<file path="config.mk">
export PLATFORM = sky130hd
export DESIGN_NAME = pc_sequencer
export DESIGN_NICKNAME = d
export VERILOG_FILES = /design/src/rtl/pc_seq_pkg.sv /design/src/rtl/xfer_decode.sv /design/src/rtl/pc_sequencer.sv
export SDC_FILE = /design/constraint.sdc
export NUM_CORES = 1
export LEC_CHECK = 0
export CAP_MARGIN = 5
export CORE_ASPECT_RATIO = 1.4
export CORE_MARGIN = 3
export CORE_UTILIZATION = 47
export CTS_CLUSTER_SIZE = 28
export DETAILED_ROUTE_END_ITERATION = 8
export HOLD_SLACK_MARGIN = 0.1
export PLACE_DENSITY = 0.85
export SLEW_MARGIN = 10
export SYNTH_ARGS = -nofsm -noshare
export SYNTH_HDL_FRONTEND = slang
export SYNTH_SLANG_ARGS = --single-unit
export TNS_END_PERCENT = 30
</file>
<file path="constraint.sdc">
create_clock -name clk -period 2.9 [get_ports clk]
set_clock_uncertainty 0.2 [all_clocks]
set_input_delay 0.58 -clock clk [delete_from_list [all_inputs] [get_ports clk]]
set_output_delay 0.58 -clock clk [all_outputs]
set_load 0.01 [all_outputs]
</file>
<file path="src/rtl/pc_seq_pkg.sv">
// pc_seq_pkg: control-transfer opcodes and sequencer state encoding
package pc_seq_pkg;
  localparam logic [5:0] OP_RTYPE = 6'h00;
  localparam logic [5:0] OP_J     = 6'h02;
  localparam logic [5:0] OP_JAL   = 6'h03;
  localparam logic [5:0] OP_BEQ   = 6'h04;
  localparam logic [5:0] OP_BNE   = 6'h05;
  localparam logic [5:0] FN_JR    = 6'h08;
  localparam logic [5:0] FN_JALR  = 6'h09;
  typedef enum logic [1:0] {BOOT, RUN, JR_WAIT, FLUSH} state_t;
endpackage

</file>
<file path="src/rtl/xfer_decode.sv">
// xfer_decode: classifies the decode-stage instruction into control-transfer kinds
module xfer_decode
  import pc_seq_pkg::*;
(
  input  logic       instr_valid,
  input  logic [5:0] opcode,
  input  logic [5:0] funct,
  output logic       is_jump,
  output logic       is_link,
  output logic       is_jreg,
  output logic       is_branch,
  output logic       br_ne
);
  always_comb begin
    is_jreg   = instr_valid && opcode == OP_RTYPE && (funct == FN_JR || funct == FN_JALR);
    is_jump   = instr_valid && (opcode == OP_J || opcode == OP_JAL);
    is_link   = (is_jump && opcode == OP_JAL) || (is_jreg && funct == FN_JALR);
    is_branch = instr_valid && (opcode == OP_BEQ || opcode == OP_BNE);
    br_ne     = opcode == OP_BNE;
  end
endmodule

</file>
<file path="src/rtl/pc_sequencer.sv">
// pc_sequencer: program counter, control-transfer redirect, flush and jr hazard stall
module pc_sequencer
  import pc_seq_pkg::*;
#(
  parameter int                ADDR_W   = 32,
  parameter logic [ADDR_W-1:0] RESET_PC = '0,
  parameter int                CNT_W    = 8
) (
  input  logic              clk,
  input  logic              rst_n,
  input  logic              instr_valid,
  input  logic [5:0]        opcode,
  input  logic [5:0]        funct,
  input  logic [ADDR_W-1:0] dec_pc,
  input  logic [15:0]       imm,
  input  logic [25:0]       jidx,
  input  logic [ADDR_W-1:0] rs_value,
  input  logic              rs_hazard,
  input  logic              rs_eq_rt,
  input  logic              imem_ready,
  output logic [ADDR_W-1:0] pc,
  output logic              pc_valid,
  output logic              stall,
  output logic              flush,
  output logic              link_we,
  output logic [ADDR_W-1:0] link_addr,
  output logic              addr_err,
  output logic [CNT_W-1:0]  stall_cnt
);
  state_t            state;
  logic              is_jump, is_link, is_jreg, is_branch, br_ne, active, taken;
  logic [ADDR_W-1:0] seq_pc, target;
  xfer_decode u_dec (
    .instr_valid(instr_valid),
    .opcode     (opcode),
    .funct      (funct),
    .is_jump    (is_jump),
    .is_link    (is_link),
    .is_jreg    (is_jreg),
    .is_branch  (is_branch),
    .br_ne      (br_ne)
  );
  always_comb begin
    active   = state == RUN || state == JR_WAIT;
    seq_pc   = dec_pc + ADDR_W'(4);
    stall    = active && is_jreg && rs_hazard;
    taken    = active && ((is_jreg && !rs_hazard) ||
               (state == RUN && (is_jump || (is_branch && (rs_eq_rt ^ br_ne)))));
    target   = is_jreg ? {rs_value[ADDR_W-1:2], 2'b00} :
               is_jump ? {seq_pc[ADDR_W-1:28], jidx, 2'b00} :
               seq_pc + {{(ADDR_W-18){imm[15]}}, imm, 2'b00};
    pc_valid = state != BOOT;
    flush    = state == FLUSH;
  end
  always_ff @(posedge clk or negedge rst_n) begin
    if (!rst_n) begin
      state     <= BOOT;
      pc        <= RESET_PC;
      link_we   <= 1'b0;
      link_addr <= '0;
      addr_err  <= 1'b0;
      stall_cnt <= '0;
    end else begin
      state     <= (state == BOOT || state == FLUSH) ? RUN : taken ? FLUSH : stall ? JR_WAIT : RUN;
      pc        <= taken ? target :
                   ((state == RUN || state == FLUSH) && !stall && imem_ready) ? pc + ADDR_W'(4) : pc;
      link_we   <= taken && is_link;
      link_addr <= (taken && is_link) ? seq_pc : link_addr;
      addr_err  <= addr_err || (taken && is_jreg && rs_value[1:0] != 2'b00);
      stall_cnt <= (stall && !(&stall_cnt)) ? stall_cnt + CNT_W'(1) : stall_cnt;
    end
  end
endmodule

</file>
==> flow_summary.ini <==
[floorplan]
die_area_mm2 = 0.0144
vert_die_dim_um = 141
io-pin-count = 201
rows = 48
start_util = 0.487
die_x_um = 102
core_region_area_mm2 = 0.0126

[route]
first_drt_iteration_drcs = 1142
vias_per_cell = 6.78
detail-route-antenna-nets = 0
finalWirelength_um = 33900
route.detailed.wl_per_inst_um = 26.6
drt_pass1_iterations = 9
vias = 8667
remaining_drc_errors = 0

[worst_setup_path]
worst_r2r_path_depth = 11
path_class = in -> reg
critical_path.startpoint_type = input port
largest_fanout_of_any_net_on_the_critical_path = 4
crit_arrival_ns = 4.24
worst-endpoint-required_ns = 2.94
r2r-end = pc[29]$_DFFE_PN0P_
reg2reg_from = state[0]$_DFF_PN0_
timing.critical_path.to_type = flip-flop
ff_to_ff_setup_slack_ns = 0.11

[worst_hold_path]
hold_depth = 2
worst_hold_path.endpoint = pc[1]$_DFFE_PN0P_
hold_path.startpoint = pc[1]$_DFFE_PN0P_
hold_path_class = reg -> reg

[logic_synthesis]
edff_count_synth = 0
synth_compound_area_frac = 0.195
ys_dominant_reg_cell = sky130_fd_sc_hd__dfrtp_1
average_footprint_of_a_synthesized_cell_um2 = 8.74
largest_family_of_logic_cells_by_synthesized_area = simple AND/OR/NAND/NOR gates
synthXorXnorAreaFrac = 0.122
synth_sequential_area_ratio = 0.311
post_synth_main_area_contributors = sky130_fd_sc_hd__dfrtp_1, sky130_fd_sc_hd__ha_1, sky130_fd_sc_hd__xnor2_1, sky130_fd_sc_hd__xor2_1, sky130_fd_sc_hd__nand2_1
portion_of_synthesized_cell_area_occupied_by_the_leading_cell_type = 0.311
yosysMostFrequentCell = sky130_fd_sc_hd__nand2_1
synth_seq_cells = 76
post-synth-top-area-cell = sky130_fd_sc_hd__dfrtp_1
yosys_warnings = 0
yosys.area_share.simple = 0.209
netlist_area_mm2 = 0.00611
netlist_top_cells_count = sky130_fd_sc_hd__nand2_1, sky130_fd_sc_hd__dfrtp_1, sky130_fd_sc_hd__xnor2_1
synth_adder_area_share = 0.0811
synth_async_sr_flop_share = 1.00
synth_cell_type_count = 72
syn_nets = 862
muxShareOfSynthArea = 0.0547
netlist_instances = 699

[sta]
rsz_0062_raised_after_global_routing = yes
final-max-slew-violation-count = 0
max_slew.worst_pin.slew_ns = 0.622
final_hold_viol_count = 0
fin_hold_ws_ns = 0.274
fin_crit_ns = 4.20
max_freq_mhz = 238
post-route-period-util = 1.45
timing.final.setup_violations = 26
worst_slack_ns = -1.30
max-slew-margin-rel = 0.584

[placed_design]
place.port_buffers = 200
globalplace.congestion = 0.918
placedCellCount = 1210
dp.final_hpwl_um = 18000

[global_routing]
grt_antenna_before_repair = 0
grt_pass1_vias = 8112
grt_usage = 0.389
grt_start_max_net_pins = 41
globalRoute.totalOverflow = 0
wire_length_of_the_first_global_routing_pass_um = 43200

[pwr]
ir_drop_mv = 0.288
leakagePower_nw = 5.04
power.density_mw_per_mm2 = 422

[cts]
clk_pin_slew_ns = 0.08
ctsHtreeMaxLevel = 3
clk_latency_ns = 0.36
tritoncts_clock_tree = built
cts_inserted_buffers = 9
cts.path.max_buffers = 2
cts-root-buf = sky130_fd_sc_hd__clkbuf_16
clkSinkCount = 76

[final_layout]
area_delta_synth_final_pct = 83.5
antennaDiodeCount = 0
layout.core_utilization = 0.894
fraction_of_layout_cells_with_a_size_suffix_above_1 = 0.389
final-instance-count-excl-fill = 1278
nNetsFinal = 1286

[job]
drv.max_cap_violation_count = 0

[run_status]
outcome = finished with violations
failing_checks = negative setup slack
-- stage by stage --
stage	worst slack, ns	power (mW)	setup TNS (ns)	cell area, µm²
6_report	-1.30	4.73	-16.57	11200
2_1_floorplan	-0.766	2.14	-6.39	6180
3_3_place_gp	-1.51	3.05	-37.26	9720
5_1_grt	-1.29	4.86	-17.89	11200
3_5_place_dp	-1.69	3.10	-42.68	9720
4_1_cts	-0.828	4.39	-8.89	10700
-- layout by cell type (no fill, tap or decap), types with 5 or more instances in the layout --
master                            synthesis  final
sky130_fd_sc_hd__a21oi_1                 37     19
sky130_fd_sc_hd__buf_4                    1    222
sky130_fd_sc_hd__nor3_1                  14     11
sky130_fd_sc_hd__a211o_1                  5      5
sky130_fd_sc_hd__buf_12                   0      5
sky130_fd_sc_hd__ha_1                    38     28
sky130_fd_sc_hd__a21oi_2                  2     17
sky130_fd_sc_hd__nand2_4                  1      5
sky130_fd_sc_hd__nand2_2                  0      5
sky130_fd_sc_hd__buf_6                    0     16
sky130_fd_sc_hd__nand4_1                 22     22
sky130_fd_sc_hd__xor2_1                  37     26
sky130_fd_sc_hd__o21ai_1                  2     11
sky130_fd_sc_hd__o21ai_0                 40     24
sky130_fd_sc_hd__clkdlybuf4s50_1          0    178
sky130_fd_sc_hd__a21o_1                  16     16
sky130_fd_sc_hd__xnor2_2                  0     16
sky130_fd_sc_hd__dlygate4sd2_1            0      8
sky130_fd_sc_hd__mux2_2                  27     27
sky130_fd_sc_hd__inv_1                   14     12
sky130_fd_sc_hd__nand3_1                 37     28
sky130_fd_sc_hd__o21a_1                   5      5
sky130_fd_sc_hd__and3_1                  13      6
sky130_fd_sc_hd__a211oi_2                 1      6
sky130_fd_sc_hd__nand2_1                 84     75
sky130_fd_sc_hd__clkbuf_16                0      9
sky130_fd_sc_hd__dfrtp_1                 76     76
sky130_fd_sc_hd__o211ai_1                10     10
sky130_fd_sc_hd__o22ai_1                 12     12
sky130_fd_sc_hd__nor2_4                   0      5
sky130_fd_sc_hd__and4_1                  10      6
sky130_fd_sc_hd__xor2_2                   0      9
sky130_fd_sc_hd__o21ai_2                  0      6
sky130_fd_sc_hd__and3_4                   0      7
sky130_fd_sc_hd__nand3_2                  0      7
sky130_fd_sc_hd__ha_4                     0      9
sky130_fd_sc_hd__nor2_1                  44     36
sky130_fd_sc_hd__xnor2_1                 48     32
-- power breakdown --
group          internal [mW]  total, mW  switching (mW)
Clock                  0.615       1.21           0.600
Sequential              1.22       1.43           0.219
Combinational           1.11       2.08           0.977
Total                   2.94       4.73            1.80
-- cell families after synthesis --
group                    count (synthesis)
multiplexers                            30
AO/OA/AOI/OAI                          177
XOR/XNOR                                85
adder cells (fa/ha/maj)                 39
buffers and inverters                   41
flip-flops                              76
AND/OR/NAND/NOR                        251
-- flip-flops by register name, summed over array words and instances, names as in the netlist --
register,cells
state,2
stall_cnt,8
link_we,1
pc,32
link_addr,32
addr_err,1
-- critical path, stage by stage --
cell	delay [ns]
sky130_fd_sc_hd__dlygate4sd2_1	0.29
sky130_fd_sc_hd__nand3_2	0.15
sky130_fd_sc_hd__nor2_4	0.16
sky130_fd_sc_hd__buf_4	0.13
sky130_fd_sc_hd__and3_4	0.22
sky130_fd_sc_hd__buf_6	0.12
sky130_fd_sc_hd__nand3_1	0.19
sky130_fd_sc_hd__xnor2_2	0.27
sky130_fd_sc_hd__ha_1	0.34
sky130_fd_sc_hd__and2_2	0.26
sky130_fd_sc_hd__nand3_2	0.09
sky130_fd_sc_hd__nor2_1	0.08
sky130_fd_sc_hd__o21ai_1	0.19
sky130_fd_sc_hd__o211a_1	0.19
sky130_fd_sc_hd__o41ai_2	0.08
sky130_fd_sc_hd__xnor2_1	0.19
sky130_fd_sc_hd__or4b_1	0.51
sky130_fd_sc_hd__and3_4	0.16
-- routing by layer --
metal	global-route usage	vias to the layer above	wire [µm]
li1	-	3405	-
met1	0.439	4023	10900
met2	0.669	889	15700
met3	0.0653	350	3790
met4	0.238	0	3540
met5	0	-	0
-- worst max path at each step --
stage	startpoint	end	slack, ns
2_1_floorplan	dec_pc[2]	pc[31]$_DFFE_PN0P_	-0.77
3_3_place_gp	dec_pc[2]	pc[30]$_DFFE_PN0P_	-1.51
3_5_place_dp	dec_pc[2]	pc[31]$_DFFE_PN0P_	-1.69
4_1_cts	dec_pc[3]	pc[31]$_DFFE_PN0P_	-0.83
5_1_grt	dec_pc[17]	pc[31]$_DFFE_PN0P_	-1.29
6_report	dec_pc[17]	pc[31]$_DFFE_PN0P_	-1.30
-- area by class of cell --
cell class                 count  area (µm²)
timing repair buffer         440        3890
fill                         486        1340
sequential                    76        1900
clock inverter                 7        73.8
clock buffer                   9         225
tap                          150         188
multi-input combinational    582        4890
inverter                      14        52.6
-- repair_timing --
action | CTS | global route
pin swaps | 81 | 43
resized for setup | 158 | 77
endpoints found under the hold margin | 39 | 0
cloned | 0 | 0
setup buffers | 36 | 16
hold buffers | 1 | 0
setup endpoints to repair | 27 | 28
(Power assumes the default switching activity.)
